$ cat src/rtl/axi_rd_arbiter_if.sv
// ---------------------------------------------------------------------------
// axi_rd_arbiter_if
// One AXI read-channel port (AR + R). The same interface type serves both
// master-side ports (ID_W wide IDs) and the slave-side port, which carries
// the master tag in the upper ID bits and so is instantiated with ID_W+4.
//   master modport : drives AR request and RREADY, receives ARREADY and R beat
//   slave  modport : receives AR request and RREADY, drives ARREADY and R beat
// ---------------------------------------------------------------------------
interface axi_rd_arbiter_if #(
   parameter int ID_W   = 4,
   parameter int ADDR_W = 32,
   parameter int LEN_W  = 4,
   parameter int DATA_W = 32
);
   logic [ID_W-1:0]   arid;
   logic [ADDR_W-1:0] araddr;
   logic [LEN_W-1:0]  arlen;
   logic [2:0]        arsize;
   logic [1:0]        arburst;
   logic              arvalid;
   logic              arready;
   logic [ID_W-1:0]   rid;
   logic [DATA_W-1:0] rdata;
   logic [1:0]        rresp;
   logic              rlast;
   logic              rvalid;
   logic              rready;

   modport master (
      output arid, araddr, arlen, arsize, arburst, arvalid, rready,
      input  arready, rid, rdata, rresp, rlast, rvalid
   );

   modport slave (
      input  arid, araddr, arlen, arsize, arburst, arvalid, rready,
      output arready, rid, rdata, rresp, rlast, rvalid
   );
endinterface

$ cat src/rtl/axi_rd_arbiter.sv
// ---------------------------------------------------------------------------
// axi_rd_arbiter
// Two-master AXI read arbiter in front of a single slave port.
// M0 (instruction side) and M1 (data side) compete for the slave; the winner's
// AR request is forwarded with ID {4'(grant), ARID}, and the R beats are routed
// back to it. The grant is held until the RLAST beat handshakes, after which
// one IDLE cycle separates bursts. Simultaneous requests alternate, starting
// with M0 after reset.
// Ports:
//   clk, rst  : clock, synchronous active-high reset
//   m0, m1    : master-side read ports (slave modport, ID_W-bit IDs)
//   s         : slave-side read port (master modport, ID_W+4-bit IDs)
//   len_err   : sticky flag, set when RLAST position disagrees with ARLEN
// ---------------------------------------------------------------------------
module axi_rd_arbiter #(
   parameter int ID_W   = 4,
   parameter int ADDR_W = 32,
   parameter int LEN_W  = 4,
   parameter int DATA_W = 32
) (
   input  logic                clk,
   input  logic                rst,
   axi_rd_arbiter_if.slave     m0,
   axi_rd_arbiter_if.slave     m1,
   axi_rd_arbiter_if.master    s,
   output logic                len_err
);

   typedef enum logic [1:0] {
      ST_IDLE = 2'd0,
      ST_ADDR = 2'd1,
      ST_DATA = 2'd2
   } state_t;

   state_t            state_r, state_nxt_s;
   logic              grant_r, grant_nxt_s;
   logic              last_grant_r, last_grant_nxt_s;
   logic [LEN_W-1:0]  beat_cnt_r, beat_cnt_nxt_s;
   logic [LEN_W-1:0]  len_q_r, len_q_nxt_s;
   logic              len_err_r, len_err_nxt_s;

   // request fields of the currently granted master
   logic [ID_W-1:0]   arid_g_s;
   logic [ADDR_W-1:0] araddr_g_s;
   logic [LEN_W-1:0]  arlen_g_s;
   logic [2:0]        arsize_g_s;
   logic [1:0]        arburst_g_s;
   logic              arvalid_g_s;
   logic              rready_g_s;
   logic [DATA_W-1:0] rdata_s;

   // Select the granted master's AR fields and RREADY.
   always_comb begin
      rdata_s = s.rdata;
      if (grant_r == 1'b1) begin
         arid_g_s    = m1.arid;
         araddr_g_s  = m1.araddr;
         arlen_g_s   = m1.arlen;
         arsize_g_s  = m1.arsize;
         arburst_g_s = m1.arburst;
         arvalid_g_s = m1.arvalid;
         rready_g_s  = m1.rready;
      end else begin
         arid_g_s    = m0.arid;
         araddr_g_s  = m0.araddr;
         arlen_g_s   = m0.arlen;
         arsize_g_s  = m0.arsize;
         arburst_g_s = m0.arburst;
         arvalid_g_s = m0.arvalid;
         rready_g_s  = m0.rready;
      end
   end

   // Next-state and output decode; everything idles at zero, and all outputs
   // are forced low while rst is asserted so nothing leaks before the edge.
   always_comb begin
      state_nxt_s      = state_r;
      grant_nxt_s      = grant_r;
      last_grant_nxt_s = last_grant_r;
      beat_cnt_nxt_s   = beat_cnt_r;
      len_q_nxt_s      = len_q_r;
      len_err_nxt_s    = len_err_r;

      s.arid    = {(ID_W+4){1'b0}};
      s.araddr  = {ADDR_W{1'b0}};
      s.arlen   = {LEN_W{1'b0}};
      s.arsize  = 3'b000;
      s.arburst = 2'b00;
      s.arvalid = 1'b0;
      s.rready  = 1'b0;
      m0.arready = 1'b0;
      m0.rid     = {ID_W{1'b0}};
      m0.rdata   = {DATA_W{1'b0}};
      m0.rresp   = 2'b00;
      m0.rlast   = 1'b0;
      m0.rvalid  = 1'b0;
      m1.arready = 1'b0;
      m1.rid     = {ID_W{1'b0}};
      m1.rdata   = {DATA_W{1'b0}};
      m1.rresp   = 2'b00;
      m1.rlast   = 1'b0;
      m1.rvalid  = 1'b0;

      if (rst == 1'b0) begin
         case (state_r)
            ST_IDLE: begin
               if (m0.arvalid && m1.arvalid) begin
                  grant_nxt_s = ~last_grant_r;
                  state_nxt_s = ST_ADDR;
               end else if (m0.arvalid) begin
                  grant_nxt_s = 1'b0;
                  state_nxt_s = ST_ADDR;
               end else if (m1.arvalid) begin
                  grant_nxt_s = 1'b1;
                  state_nxt_s = ST_ADDR;
               end else begin
                  state_nxt_s = ST_IDLE;
               end
            end

            ST_ADDR: begin
               s.arid    = {3'b000, grant_r, arid_g_s};
               s.araddr  = araddr_g_s;
               s.arlen   = arlen_g_s;
               s.arsize  = arsize_g_s;
               s.arburst = arburst_g_s;
               s.arvalid = arvalid_g_s;
               if (grant_r == 1'b1) begin
                  m1.arready = s.arready;
               end else begin
                  m0.arready = s.arready;
               end
               if (arvalid_g_s && s.arready) begin
                  len_q_nxt_s      = arlen_g_s;
                  beat_cnt_nxt_s   = {LEN_W{1'b0}};
                  last_grant_nxt_s = grant_r;
                  state_nxt_s      = ST_DATA;
               end else begin
                  state_nxt_s = ST_ADDR;
               end
            end

            ST_DATA: begin
               s.rready = rready_g_s;
               if (grant_r == 1'b1) begin
                  m1.rvalid = s.rvalid;
                  m1.rid    = s.rid[ID_W-1:0];
                  m1.rdata  = rdata_s;
                  m1.rresp  = s.rresp;
                  m1.rlast  = s.rlast;
               end else begin
                  m0.rvalid = s.rvalid;
                  m0.rid    = s.rid[ID_W-1:0];
                  m0.rdata  = rdata_s;
                  m0.rresp  = s.rresp;
                  m0.rlast  = s.rlast;
               end
               if (s.rvalid && rready_g_s) begin
                  beat_cnt_nxt_s = beat_cnt_r + LEN_W'(1);
                  if (s.rlast) begin
                     state_nxt_s = ST_IDLE;
                     if (beat_cnt_r != len_q_r) begin
                        len_err_nxt_s = 1'b1;
                     end else begin
                        len_err_nxt_s = len_err_r;
                     end
                  end else if (beat_cnt_r == len_q_r) begin
                     // slave overran ARLEN: flag it, keep routing until RLAST
                     len_err_nxt_s = 1'b1;
                  end else begin
                     state_nxt_s = ST_DATA;
                  end
               end else begin
                  state_nxt_s = ST_DATA;
               end
            end

            default: begin
               state_nxt_s = ST_IDLE;
            end
         endcase
      end else begin
         state_nxt_s = ST_IDLE;
      end
   end

   // State and bookkeeping registers with synchronous reset.
   always_ff @(posedge clk) begin
      if (rst) begin
         state_r      <= ST_IDLE;
         grant_r      <= 1'b0;
         last_grant_r <= 1'b1;
         beat_cnt_r   <= {LEN_W{1'b0}};
         len_q_r      <= {LEN_W{1'b0}};
         len_err_r    <= 1'b0;
      end else begin
         state_r      <= state_nxt_s;
         grant_r      <= grant_nxt_s;
         last_grant_r <= last_grant_nxt_s;
         beat_cnt_r   <= beat_cnt_nxt_s;
         len_q_r      <= len_q_nxt_s;
         len_err_r    <= len_err_nxt_s;
      end
   end

   assign len_err = len_err_r;

endmodule

$ cat src/flat_wrapper.sv
// flat-port wrapper written by rule: the top's interface ports become plain ports
module axi_rd_arbiter_flat 
#(
   parameter int ID_W   = 4,
   parameter int ADDR_W = 32,
   parameter int LEN_W  = 4,
   parameter int DATA_W = 32
)
  (clk, rst, len_err, m0_arid, m0_araddr, m0_arlen, m0_arsize, m0_arburst, m0_arvalid, m0_rready, m0_arready, m0_rid, m0_rdata, m0_rresp, m0_rlast, m0_rvalid, m1_arid, m1_araddr, m1_arlen, m1_arsize, m1_arburst, m1_arvalid, m1_rready, m1_arready, m1_rid, m1_rdata, m1_rresp, m1_rlast, m1_rvalid, s_arid, s_araddr, s_arlen, s_arsize, s_arburst, s_arvalid, s_rready, s_arready, s_rid, s_rdata, s_rresp, s_rlast, s_rvalid);
  axi_rd_arbiter_if #(.ID_W(ID_W), .ADDR_W(ADDR_W), .LEN_W(LEN_W), .DATA_W(DATA_W)) m0_i ();
  axi_rd_arbiter_if #(.ID_W(ID_W), .ADDR_W(ADDR_W), .LEN_W(LEN_W), .DATA_W(DATA_W)) m1_i ();
  axi_rd_arbiter_if #(.ID_W(ID_W), .ADDR_W(ADDR_W), .LEN_W(LEN_W), .DATA_W(DATA_W)) s_i ();
  input  logic clk;
  input  logic rst;
  output logic len_err;
  input wire logic [$bits(m0_i.arid)-1:0] m0_arid;
  input wire logic [$bits(m0_i.araddr)-1:0] m0_araddr;
  input wire logic [$bits(m0_i.arlen)-1:0] m0_arlen;
  input wire logic [$bits(m0_i.arsize)-1:0] m0_arsize;
  input wire logic [$bits(m0_i.arburst)-1:0] m0_arburst;
  input wire logic [$bits(m0_i.arvalid)-1:0] m0_arvalid;
  input wire logic [$bits(m0_i.rready)-1:0] m0_rready;
  output wire logic [$bits(m0_i.arready)-1:0] m0_arready;
  output wire logic [$bits(m0_i.rid)-1:0] m0_rid;
  output wire logic [$bits(m0_i.rdata)-1:0] m0_rdata;
  output wire logic [$bits(m0_i.rresp)-1:0] m0_rresp;
  output wire logic [$bits(m0_i.rlast)-1:0] m0_rlast;
  output wire logic [$bits(m0_i.rvalid)-1:0] m0_rvalid;
  input wire logic [$bits(m1_i.arid)-1:0] m1_arid;
  input wire logic [$bits(m1_i.araddr)-1:0] m1_araddr;
  input wire logic [$bits(m1_i.arlen)-1:0] m1_arlen;
  input wire logic [$bits(m1_i.arsize)-1:0] m1_arsize;
  input wire logic [$bits(m1_i.arburst)-1:0] m1_arburst;
  input wire logic [$bits(m1_i.arvalid)-1:0] m1_arvalid;
  input wire logic [$bits(m1_i.rready)-1:0] m1_rready;
  output wire logic [$bits(m1_i.arready)-1:0] m1_arready;
  output wire logic [$bits(m1_i.rid)-1:0] m1_rid;
  output wire logic [$bits(m1_i.rdata)-1:0] m1_rdata;
  output wire logic [$bits(m1_i.rresp)-1:0] m1_rresp;
  output wire logic [$bits(m1_i.rlast)-1:0] m1_rlast;
  output wire logic [$bits(m1_i.rvalid)-1:0] m1_rvalid;
  output wire logic [$bits(s_i.arid)-1:0] s_arid;
  output wire logic [$bits(s_i.araddr)-1:0] s_araddr;
  output wire logic [$bits(s_i.arlen)-1:0] s_arlen;
  output wire logic [$bits(s_i.arsize)-1:0] s_arsize;
  output wire logic [$bits(s_i.arburst)-1:0] s_arburst;
  output wire logic [$bits(s_i.arvalid)-1:0] s_arvalid;
  output wire logic [$bits(s_i.rready)-1:0] s_rready;
  input wire logic [$bits(s_i.arready)-1:0] s_arready;
  input wire logic [$bits(s_i.rid)-1:0] s_rid;
  input wire logic [$bits(s_i.rdata)-1:0] s_rdata;
  input wire logic [$bits(s_i.rresp)-1:0] s_rresp;
  input wire logic [$bits(s_i.rlast)-1:0] s_rlast;
  input wire logic [$bits(s_i.rvalid)-1:0] s_rvalid;
  assign m0_i.arid = m0_arid;
  assign m0_i.araddr = m0_araddr;
  assign m0_i.arlen = m0_arlen;
  assign m0_i.arsize = m0_arsize;
  assign m0_i.arburst = m0_arburst;
  assign m0_i.arvalid = m0_arvalid;
  assign m0_i.rready = m0_rready;
  assign m0_arready = m0_i.arready;
  assign m0_rid = m0_i.rid;
  assign m0_rdata = m0_i.rdata;
  assign m0_rresp = m0_i.rresp;
  assign m0_rlast = m0_i.rlast;
  assign m0_rvalid = m0_i.rvalid;
  assign m1_i.arid = m1_arid;
  assign m1_i.araddr = m1_araddr;
  assign m1_i.arlen = m1_arlen;
  assign m1_i.arsize = m1_arsize;
  assign m1_i.arburst = m1_arburst;
  assign m1_i.arvalid = m1_arvalid;
  assign m1_i.rready = m1_rready;
  assign m1_arready = m1_i.arready;
  assign m1_rid = m1_i.rid;
  assign m1_rdata = m1_i.rdata;
  assign m1_rresp = m1_i.rresp;
  assign m1_rlast = m1_i.rlast;
  assign m1_rvalid = m1_i.rvalid;
  assign s_arid = s_i.arid;
  assign s_araddr = s_i.araddr;
  assign s_arlen = s_i.arlen;
  assign s_arsize = s_i.arsize;
  assign s_arburst = s_i.arburst;
  assign s_arvalid = s_i.arvalid;
  assign s_rready = s_i.rready;
  assign s_i.arready = s_arready;
  assign s_i.rid = s_rid;
  assign s_i.rdata = s_rdata;
  assign s_i.rresp = s_rresp;
  assign s_i.rlast = s_rlast;
  assign s_i.rvalid = s_rvalid;
  axi_rd_arbiter #(.ID_W(ID_W), .ADDR_W(ADDR_W), .LEN_W(LEN_W), .DATA_W(DATA_W)) u_core (.clk(clk), .rst(rst), .m0(m0_i), .m1(m1_i), .s(s_i), .len_err(len_err));
endmodule
$ cat config.mk
export PLATFORM = sky130hd
export DESIGN_NAME = axi_rd_arbiter_flat
export DESIGN_NICKNAME = d
export VERILOG_FILES = /design/src/rtl/axi_rd_arbiter_if.sv /design/src/rtl/axi_rd_arbiter.sv /design/src/flat_wrapper.sv
export SDC_FILE = /design/constraint.sdc
export NUM_CORES = 1
export LEC_CHECK = 0
export BUFFER_PORTS_ARGS = -buffer_cell sky130_fd_sc_hd__buf_2
export CAP_MARGIN = 10
export CORE_AREA = 2 2 104 106
export CTS_CLUSTER_DIAMETER = 150
export DETAILED_ROUTE_END_ITERATION = 12
export DIE_AREA = 0 0 106 108
export HOLD_SLACK_MARGIN = 0.1
export PLACE_DENSITY = 0.65
export SKIP_CTS_REPAIR_TIMING = 1
export SLEW_MARGIN = 20
export SYNTH_ARGS = -nofsm -noshare
export SYNTH_HDL_FRONTEND = slang
export SYNTH_SLANG_ARGS = --single-unit
export TNS_END_PERCENT = 20
$ cat constraint.sdc
create_clock -name clk -period 4.35 [get_ports clk]
set_clock_uncertainty 0.2 [all_clocks]
set_input_delay 0.2175 -clock clk [delete_from_list [all_inputs] [get_ports clk]]
set_output_delay 0.2175 -clock clk [all_outputs]
set_load 0.01 [all_outputs]
Word-level counts from Yosys, hierarchy flattened

Cells that the tools add are included.

Add/sub/neg operators: 1
Multipliers: 0
Divide/modulo/power cells: 0
Magnitude comparators: 0
Equal/unequal tests: 8
Shift operators: 0
Multiplexer cells: 74
Bitwise logic cells: 1
Reductions and logical operators: 11

Operator list:

| cell                  | count |
|---|---|
| $mux W32              | 9 |
| $mux W4               | 14 |
| $mux W1               | 31 |
| $mux W2               | 15 |
| $mux W3               | 3 |
| $pmux W4 S2           | 1 |
| $ne A2 B1 Y1 const B  | 3 |
| $pmux W2 S3           | 1 |
| $add A4 B1 Y4 const B | 1 |
| $eq A4 B4 Y1          | 1 |
| $ne A4 B4 Y1          | 1 |
| $ne A4 B4 Y1 const B  | 1 |
| $reduce_and A2 Y1     | 2 |
| $reduce_and A4 Y1     | 1 |
| $reduce_bool A2 Y1    | 2 |
| $logic_and A1 B1 Y1   | 3 |
| $reduce_and A3 Y1     | 1 |
| $reduce_bool A3 Y1    | 1 |
| $eq A2 B1 Y1 const B  | 1 |
| $eq A2 B2 Y1 const B  | 1 |
| $logic_not A2 Y1      | 1 |
| $not A1 Y1            | 1 |

Bits in registers: 13
Latch bits: 0
Bits in writable memories: 0
Memory bits (read-only): 0
Logic and storage cells: 101
Memories kept: 0

Logic depth before layout (Yosys ltp)

Depth in word-level cells: 5
Gate-level depth with buffers: 6

Least setup slack after synthesis

OpenSTA, ideal clock, no wires.

Path kind: reg2out
From: register u_core.state_r[1]
To: output s_araddr[10]
Arrival time: 1386 ps
Data required time: 3933 ps
Path slack: 2546 ps
Stages on the path, launching flop included: 7
Buffers on the path: 2
Cell sequence: dfxtp_1 inv_1 ha_1 nand2b_1 clkbuf_1 clkbuf_1 nor2_1

Cells in the longest elaborated chain, start to end: 3

RTL lines:

| what                     | line                  | RTL |
|---|---|---|
| start: declaration       | axi_rd_arbiter.sv:35  | `state_t state_r, state_nxt_s;` |
| start signal: assignment | axi_rd_arbiter.sv:197 | `state_r <= state_nxt_s;` |
| $eq A2 B1 Y1             | axi_rd_arbiter.sv:105 | `case (state_r)` |
| $mux W32                 | axi_rd_arbiter.sv:105 |  |
| $mux W32                 | axi_rd_arbiter.sv:104 | `if (rst == 1'b0) begin` |
| end: declaration         | flat_wrapper.sv:43    | `output wire logic [$bits(s_i.araddr)-1:0] s_araddr;` |

Every way passes these cells.

Final worst setup path

From: register u_core.state_r[1]
To: output s_araddr[31]

The elaborated chain is that of the path after synthesis.

==> out/results.ini <==
[routing]
detail-route-antenna-nets=0
num_vias=3077
drc=0
dr_wl_met3_um=854
drt-pass1-iter-count=4
wl_per_cell_um=12.4
drtIter0Drc=151
top_layer=met4
wl_met2_um=4540
wirelength_um=8820
wl_met1_um=3370
via_per_inst=4.33

[finish]
fin_nets=718
final_common_cell=buf_2
fillers=1161
multi_input_area_sq_um=1720
regArea_sq_um=262
antenna_cells=0
area.growth.synth_to_final_pct=69.4
layout-drive-gt1-share=0.489
final_util=0.351
final_cell_mix=266 x buf_2, 127 x nor2_1, 47 x nand2b_1, 46 x mux2i_1, 12 x dfxtp_1

[placed_design]
dp_hpwl_um=7470
place_congestion=0.769
portBuffers=266

[logic_synthesis]
synth.ff_latch_count=13
synth.distinct_cells=40
yosysSeqAreaShare=0.123
syn_avg_cell_area_sq_um=6.46
ys.flop_type=dfxtp_1
async_flop_share=0
syn_inst=328
synth_area_sq_um=2120
yosys_warnings=0
synth_edf_count=0
synth_fp_nets=470

[worst_setup_path]
critical_path_class=reg -> out
r2r_start=u_core.state_r[1]
rr_endpoint=u_core.beat_cnt_r[3]
worstRegToRegCells=5
cp.buffers_inverters=2
r2r_slack_ns=2.35
start_kind=flip-flop
cp_max_fo=47
crit_chain=inv_1 -> ha_1 -> nand2b_2 -> nor2_1 -> buf_2
crit_family=simple AND/OR/NAND/NOR gates
endpoint_kind=primary output
cpPeakStageDelay_ns=0.58
critPathSlowestCell=nand2b_2
worstPathRequired_ns=3.93
critPathArrivalTime_ns=2.25
cp.depth=5

[die]
die_h_um=108
core_sq_um=10200
die_area_sq_um=11400
fp-row-count=37
initial_utilization=0.207
io_pins=267
die_w_um=106

[clocking]
clkSinkCount=13
cts_tree=built
h-tree-depth=1
numCtsBuffers=3
worst_skew_pair.late_latency_ns=0.25
cts_root_buffer=clkbuf_8
clock_path_buffers=2
path_clk_slew_ns=0.06

[sta]
rsz0062_at_grt=false
worst_slew_pin_slew_ns=0.856
min_period_ns=2.67
max_clock_freq_mhz=375
fin_setup_tns_ns=0
fin_crit_sh=0.613
slew_headroom=0.430
setup_violations=0
final_max_slew_viol_count=0
finalHoldViolations=0

[worst_hold_path]
min-delay-start=m0_arvalid
hold_depth=4
hold_path.class=in -> reg
whs_endpoint=u_core.grant_r

[flow_run]
max_cap_violations=0

[power_and_ir_drop]
ir_drop_v=0.0000965
power.total_w=0.000518
leakage_nw=1.99
power_per_cell_area_nw_per_um2=144

[grt]
grt_pass1_vias=2788
antenna_found_initial=0
overflow=0
grt_pass1_wl_um=13200
grt_use_total=0.141
grt_max_degree=63

[status]
outcome=completed

-- layer usage --
metal | vias up | GRT usage
met5 | - | 0
met4 | 0 | 0.0226
met3 | 5 | 0.0271
met2 | 165 | 0.279
met1 | 1330 | 0.157
li1 | 1577 | -
-- where the power goes --
group	switching (W)	leakage [nW]	internal (W)	total, W
registers	0.00000535	0.106	0.000125	0.000130
clock network	0.0000446	0.0228	0.0000648	0.000109
logic	0.000146	1.86	0.000132	0.000278
-- Yosys cell counts, types with 2 or more instances --
| master | count | share of area |
|---|---|---|
| a311oi_1 | 4 | 0.017 |
| o32ai_1 | 2 | 0.0083 |
| inv_1 | 5 | 0.0089 |
| xor2_1 | 4 | 0.017 |
| or4_1 | 3 | 0.011 |
| nand2b_1 | 48 | 0.14 |
| mux2_4 | 2 | 0.014 |
| buf_2 | 6 | 0.014 |
| ha_1 | 5 | 0.030 |
| nor2_1 | 127 | 0.22 |
| nor3_1 | 4 | 0.0094 |
| o22ai_1 | 2 | 0.0059 |
| clkbuf_1 | 21 | 0.037 |
| dfxtp_1 | 13 | 0.12 |
| a31oi_1 | 2 | 0.0059 |
| a21oi_1 | 7 | 0.017 |
| nand2_1 | 5 | 0.0089 |
| mux2i_1 | 46 | 0.22 |
-- cell type report --
type | count | area share
sequential | 13 | 0.0728
inverter | 5 | 0.00523
tap | 136 | 0.0474
timing repair buffer | 271 | 0.382
multi-input combinational | 282 | 0.480
clock buffer | 4 | 0.0125
-- tightest hold or removal path: cells and delay by family --
family	cells	cell delay, ns
simple gates	2	0.12
compound gates	1	0.04
buf+inv	1	0.12
-- registers in the layout, indices dropped and copies added (netlist names) --
name / count
u_core.beat_cnt_r: 4
u_core.grant_r: 1
u_core.last_grant_r: 1
u_core.len_err: 1
u_core.len_q_r: 4
u_core.state_r: 2
-- cells by family after synthesis --
family                     count (synthesis)  synth area share
and+or+nand+nor                          196             0.432
muxes                                     48             0.231
buffers and inverters                     33            0.0655
AOI/OAI and AO/OA                         28            0.0980
DFF                                       13             0.123
xor gates and xnor gates                   5            0.0207
adders and majority gates                  5            0.0295
-- metrics by stage --
| step | instances | cell area, sq um | hold WS [ns] | setup slack [ns] |
|---|---|---|---|---|
| 3_5_place_dp | 706 | 3530 | 0.255 | 1.89 |
| 6_report | 711 | 3590 | 0.0887 | 1.68 |
| 2_1_floorplan | 328 | 2120 | 0.183 | 2.55 |
| 5_1_grt | 711 | 3590 | 0.112 | 1.44 |
| 4_1_cts | 710 | 3580 | 0.0598 | 1.62 |
| 3_3_place_gp | 706 | 3530 | 0.254 | 1.98 |
-- how the worst max path moves through the flow --
stage          slack (ns)            to         startpoint
6_report             1.68  s_araddr[31]  u_core.state_r[1]
4_1_cts              1.62  s_araddr[31]  u_core.state_r[1]
2_1_floorplan        2.55  s_araddr[10]  u_core.state_r[1]
5_1_grt              1.44  s_araddr[31]  u_core.state_r[1]
3_3_place_gp         1.98  s_araddr[10]  u_core.state_r[1]
3_5_place_dp         1.89  s_araddr[31]  u_core.state_r[1]
Note: power is estimated with default switching activity, not from simulation.
